`src/rtl/switch_hex_counter.sv`:
```
// switch_hex_counter
// Debounces a pair of raw push-switches (increment / decrement) and keeps an
// 8-bit wrap-around count. The count drives two seven-segment nibble decoders.
// A step is taken when a switch is released. o_Update pulses for one cycle
// whenever the count changes.
//
// Optional build macro: SWITCH_AUTO_REPEAT_EN
//   When it is defined, holding a switch produces extra steps. The first extra
//   step comes after REPEAT_DELAY held cycles. Further steps follow every
//   REPEAT_PERIOD cycles.
//   When it is undefined, no repeat logic is built and each press/release
//   gives exactly one step.
//
// Pipeline: p0/p1 form the synchroniser, p2 is the debounced level, p3 is the
// delayed level used for edge detection, and p4 holds the count and o_Update.

module switch_hex_counter #(
    parameter int DEBOUNCE_LIMIT = 250000,
    parameter int REPEAT_DELAY   = 12500000,
    parameter int REPEAT_PERIOD  = 2500000
) (
    input  logic       i_Clk,
    input  logic       i_Rst,
    input  logic       i_Switch_Inc,
    input  logic       i_Switch_Dec,
    output logic [3:0] o_Nibble_Upper,
    output logic [3:0] o_Nibble_Lower,
    output logic       o_Update
);

    localparam int DATA_W = 8;
    localparam int DB_W   = (DEBOUNCE_LIMIT > 2) ? $clog2(DEBOUNCE_LIMIT) : 1;
    localparam logic [DB_W-1:0] DB_LAST = DB_W'(DEBOUNCE_LIMIT - 1);

    // Switch index 0 is increment, index 1 is decrement.
    logic [1:0] sw_raw;
    logic [1:0] sw_sync_p0;
    logic [1:0] sw_sync_p1;
    logic [1:0] sw_level_p2;
    logic [1:0] sw_level_p3;
    logic [1:0] rel_vld_p3;
    logic [1:0] rpt_vld_p2;
    logic [1:0] step_vld;

    logic [DATA_W-1:0] count_p4;
    logic              upd_vld_p4;

    assign sw_raw = {i_Switch_Dec, i_Switch_Inc};

    // Apply a signed step of +1, -1 or 0 to the count.
    // The result wraps modulo 2^DATA_W. Opposite requests cancel.
    function automatic logic [DATA_W-1:0] next_count(
        input logic [DATA_W-1:0] cur,
        input logic              inc,
        input logic              dec
    );
        logic signed [1:0]        dir;
        logic signed [DATA_W-1:0] delta;
        dir   = $signed({1'b0, inc}) - $signed({1'b0, dec});
        delta = {{(DATA_W-2){dir[1]}}, dir};
        return cur + $unsigned(delta);
    endfunction

    // ---- p0/p1: two-flop synchroniser for the asynchronous switch inputs
    // Bring both raw switches into the i_Clk domain.
    always_ff @(posedge i_Clk or posedge i_Rst) begin
        if (i_Rst) begin
            sw_sync_p0 <= '0;
            sw_sync_p1 <= '0;
        end else begin
            sw_sync_p0 <= sw_raw;
            sw_sync_p1 <= sw_sync_p0;
        end
    end

    // ---- p2: per-switch debouncer
    for (genvar g = 0; g < 2; g++) begin : g_debounce
        logic [DB_W-1:0] db_cnt;
        logic            level;

        // Flip the debounced level only after DEBOUNCE_LIMIT consecutive
        // disagreeing cycles. Any agreeing cycle restarts the count.
        always_ff @(posedge i_Clk or posedge i_Rst) begin
            if (i_Rst) begin
                db_cnt <= '0;
                level  <= 1'b0;
            end else if (sw_sync_p1[g] == level) begin
                db_cnt <= '0;
            end else if (db_cnt == DB_LAST) begin
                db_cnt <= '0;
                level  <= ~level;
            end else begin
                db_cnt <= db_cnt + DB_W'(1);
            end
        end

        assign sw_level_p2[g] = level;
    end

`ifdef SWITCH_AUTO_REPEAT_EN
    localparam int RPT_MAX = (REPEAT_DELAY > REPEAT_PERIOD) ? REPEAT_DELAY : REPEAT_PERIOD;
    localparam int RPT_W   = $clog2(RPT_MAX + 1);
    localparam logic [RPT_W-1:0] RPT_FIRST = RPT_W'(REPEAT_DELAY - 1);
    localparam logic [RPT_W-1:0] RPT_NEXT  = RPT_W'(REPEAT_PERIOD - 1);

    for (genvar g = 0; g < 2; g++) begin : g_repeat
        logic [RPT_W-1:0] rpt_cnt;
        logic             rpt_first;
        logic             rpt_hit;

        assign rpt_hit = sw_level_p2[g] &&
                         (rpt_cnt == (rpt_first ? RPT_FIRST : RPT_NEXT));
        assign rpt_vld_p2[g] = rpt_hit;

        // Count held cycles. The first wait is REPEAT_DELAY and later waits
        // are REPEAT_PERIOD. Everything is cleared as soon as the level drops.
        always_ff @(posedge i_Clk or posedge i_Rst) begin
            if (i_Rst) begin
                rpt_cnt   <= '0;
                rpt_first <= 1'b1;
            end else if (!sw_level_p2[g]) begin
                rpt_cnt   <= '0;
                rpt_first <= 1'b1;
            end else if (rpt_hit) begin
                rpt_cnt   <= '0;
                rpt_first <= 1'b0;
            end else begin
                rpt_cnt <= rpt_cnt + RPT_W'(1);
            end
        end
    end
`else
    logic unused_repeat_cfg;

    assign rpt_vld_p2        = '0;
    // Keeps the repeat parameters referenced when auto-repeat is not built.
    assign unused_repeat_cfg = ^(REPEAT_DELAY ^ REPEAT_PERIOD);
`endif

    // ---- p3: delayed debounced level for release detection
    // Keep a one-cycle-old copy of each debounced level.
    always_ff @(posedge i_Clk or posedge i_Rst) begin
        if (i_Rst) begin
            sw_level_p3 <= '0;
        end else begin
            sw_level_p3 <= sw_level_p2;
        end
    end

    assign rel_vld_p3 = sw_level_p3 & ~sw_level_p2;
    assign step_vld   = rel_vld_p3 | rpt_vld_p2;

    // ---- p4: count register and update strobe
    // Apply the step. A lone step changes the count and raises o_Update;
    // simultaneous inc and dec steps leave both the count and o_Update alone.
    always_ff @(posedge i_Clk or posedge i_Rst) begin
        if (i_Rst) begin
            count_p4   <= '0;
            upd_vld_p4 <= 1'b0;
        end else begin
            count_p4   <= next_count(count_p4, step_vld[0], step_vld[1]);
            upd_vld_p4 <= step_vld[0] ^ step_vld[1];
        end
    end

    assign o_Nibble_Upper = count_p4[DATA_W-1:DATA_W/2];
    assign o_Nibble_Lower = count_p4[DATA_W/2-1:0];
    assign o_Update       = upd_vld_p4;

endmodule

```
`config.mk`:
```
export PLATFORM = sky130hd
export DESIGN_NAME = switch_hex_counter
export DESIGN_NICKNAME = d
export VERILOG_FILES = /design/src/rtl/switch_hex_counter.sv
export SDC_FILE = /design/constraint.sdc
export NUM_CORES = 1
export LEC_CHECK = 0
export CAP_MARGIN = 20
export CORE_MARGIN = 2
export CORE_UTILIZATION = 59
export DETAILED_ROUTE_END_ITERATION = 7
export GPL_TIMING_DRIVEN = 0
export PLACE_DENSITY_LB_ADDON = 0.08
export SYNTH_ARGS = -nofsm -noshare
export SYNTH_HDL_FRONTEND = slang
export SYNTH_SLANG_ARGS = --single-unit
```
`constraint.sdc`:
```
create_clock -name i_Clk -period 2.5 [get_ports i_Clk]
set_clock_uncertainty 0.05 [all_clocks]
set_input_delay 0.5 -clock i_Clk [delete_from_list [all_inputs] [get_ports i_Clk]]
set_output_delay 0.5 -clock i_Clk [all_outputs]
set_load 0.02 [all_outputs]
```
==> impl_results.md <==
- Multi-input gate area: 1160 sq um
- Initial Util: 0.626
- Largest family of logic cells by synthesized area: simple AND/OR/NAND/NOR gates
- Die area: 4870 sq um
- GRT overflow: 0
- Post-synth EDFFs: 0
- CTS tree: yes
- Share of layout cells above drive strength 1: 0.0789
- Worst-path maximum fanout: 8
- Worst R2R Path Depth: 8
- Yosys cell types: 38
- Number of clock sinks: 53
- Rel. slew slack: 0.602
- Least-Margin Pin Slew: 0.593 ns
- CP dominant cell by count: xor2_1
- Post-CTS Resized: 0
- Final wirelength: 4.21 mm
- Status: finished clean
- Cts hold-fix bufs: 0
- Wire per inst: 13.3 um
- CTS root buf: clkbuf_8
- Hold Path Class: register to register
- Max-cap check violation count: 0
- Critical Path Max Stage Delay: 0.42 ns
- Slowest cell on crit path: dfrtp_1
- TritonCTS Buffers: 5
- Post-route ant nets: 0
- Most common cell after layout, fill and taps aside: dfrtp_1
- CP Capture Type: register
- Post-route insts no fill: 316
- Worst r2r src: g_debounce[1].level
- Layout area overhead: 11.5%
- Synth Area in Adders: 0.0196
- Synth Area in XOR/XNOR: 0.137
- Critical path class: register to register
- Synth Area per Inst: 10.4 sq um
- Placer Congestion: 0.846
- Number of remaining DRC errors: 0
- Yosys warning count: 0
- Pleak: 1.21 nW
- Simple-gate portion of the synthesized area: 0.230
- Cells after synthesis: 245
- Async S/R FF share, synth: 1.00
- Htree depth: 2
- Startpoint types: register
- CP delay by family, top: simple AND/OR/NAND/NOR gates
- Final Util: 0.697
- Worst IR Drop VDD: 0.364 mV
- Critical path buffer and inverter count: 1
- Setup_tns: 0 ns
- Fmax: 447 MHz
- CTS max path bufs: 2
- Synth area leader: dfrtp_1
- Max Slew Vio Count: 0
- Via density: 5.75
- Total GRT Usage: 0.191
- Min cycle time layout: 2.24 ns
- Drt first-iter violations: 107
- Prevailing post-synth register cell: dfrtp_1
- IO Pins: 13
- Worst skew pair latency: 0.31 ns
- R2r endpoint: count_p4[4]
- Die H: 69.8 um
- Vias in the first global route: 1705
- Dpl cells: 308
- 1st-pass router iterations: 6
- Buffer count from post-CTS setup fixing: 0
- FILL cells: 310
- Seq cells post-synth: 53
- Clock transition at path regs: 0.09 ns
- Core Area: 4090 sq um
- FF/Latch Area: 1330 sq um
- ANT cells: 0
- Largest net degree at the start of global routing: 40
- DP Area: 2760 sq um
- Vias: 1818
- Compound-cell area share of the yosys netlist: 0.0524
- Most frequent cells in the layout: dfrtp_1 (53), nor2_1 (41), xnor2_1 (28), nor4_1 (13), nand3_1 (13)
- Global-route wire length before repair: 7.48 mm
- Reg-to-reg slack, setup: 0.26 ns
- Fraction of synthesized area in multiplexers: 0.0166
- Sequential fraction of the synthesis area: 0.519
- RSZ-0062 raised after global routing: false
- Setup crit end: count_p4[4]
- Rows: 23
- Data arrival, critical path: 2.43 ns
- Hold Vio Cnt, Final: 0
- Crit share post-route: 0.895
- CP cell instances: nand2b_1 > clkbuf_1 > nor2_1 > xor2_1 > ha_1 > or2_2 > o22ai_1 > xor2_1
- Cell Area, Synth: 2560 sq um
- Synth top area share: 0.519
- DP HPWL: 3.02 mm
- Fin nets: 273
- Die width: 69.8 um
- Post-Synthesis Net Count: 253
- Critical path depth in cells: 8
- Initial antenna violation count: 0
- Tot Pwr: 0.00141 W
- Synth area leaders: dfrtp_1 (52%), xnor2_1 (9.6%), nor2_1 (6.0%), xor2_1 (4.1%), nor4_1 (3.2%)
- PwrDens: 495 nW/um^2
- Crit path launch: g_debounce[1].level
- Final instance area: 2850 sq um
- Endpoints failing setup: 0
- I/O Buffers: 12
- Worst EP required: 2.69 ns
synthesized netlist by cell type (4+ instances only):
master,number
o22ai_1,4
xor2_1,12
inv_1,11
nand4_1,8
xnor2_1,28
nor3_1,7
nor2_1,41
dfrtp_1,53
ha_1,4
nor4_1,13
nand2_1,11
nand3_1,13
area by class of cell:
| cell class | instances | share of cell area |
|---|---|---|
| Inverter | 11 | 0.0145 |
| Timing Repair Buffer | 13 | 0.0492 |
| Tap cell | 50 | 0.0219 |
| Clock inverter | 3 | 0.00790 |
| Multi-Input combinational cell | 177 | 0.408 |
| Sequential cell | 53 | 0.465 |
| Clock buffer | 5 | 0.0241 |
| Buffer | 4 | 0.00878 |
kinds of logic after synthesis:
logic type	after synthesis
simple gates	111
flops	53
xor+xnor	40
compound gates	18
buf+inv	15
mux	4
fa+ha+maj	4
worst min path at each step:
stage	start	endpoint	slack [ns]	cells after the start
after floorplan	sw_sync_p0[0]	sw_sync_p1[0]	0.28	0
after global placement	sw_sync_p0[1]	sw_sync_p1[1]	0.29	0
after detailed placement	sw_sync_p0[0]	sw_sync_p1[0]	0.29	0
after CTS	sw_sync_p0[0]	sw_sync_p1[0]	0.31	0
after global routing	sw_sync_p0[1]	sw_sync_p1[1]	0.32	0
final	sw_sync_p0[0]	sw_sync_p1[0]	0.31	0
per-layer routing:
metal / up-vias / GRT usage / part of all wire / routed length [um]
li1: 893 / - / - / -
met1: 879 / 0.245 / 0.47 / 1990
met2: 36 / 0.311 / 0.48 / 2000
met3: 10 / 0.0480 / 0.030 / 125
met4: 0 / 0.0769 / 0.024 / 99
met5: - / 0 / 0 / 0
report_power, final:
| group | leakage [nW] | switching (W) | internal, W |
|---|---|---|---|
| Combinational | 0.444 | 0.0000344 | 0.0000192 |
| Clock | 0.0364 | 0.000283 | 0.000197 |
| Sequential | 0.726 | 0.00000920 | 0.000868 |
| Total | 1.21 | 0.000326 | 0.00108 |
metrics by stage:
| step | setup slack (ns) | hold slack [ns] |
|---|---|---|
| 4_1_cts | 0.259 | 0.312 |
| 5_1_grt | 0.117 | 0.316 |
| 6_report | 0.262 | 0.312 |
| 3_3_place_gp | -0.258 | 0.287 |
| 2_1_floorplan | 0.461 | 0.281 |
| 3_5_place_dp | 0.276 | 0.290 |
registers in the layout (all words and copies together) (netlist names):
| register | count |
|---|---|
| g_debounce.db_cnt | 36 |
| sw_sync_p1 | 2 |
| sw_level_p3 | 2 |
| g_debounce.level | 2 |
| sw_sync_p0 | 2 |
| count_p4 | 8 |
| o_Update | 1 |
Power figures use the tool's default switching activity.
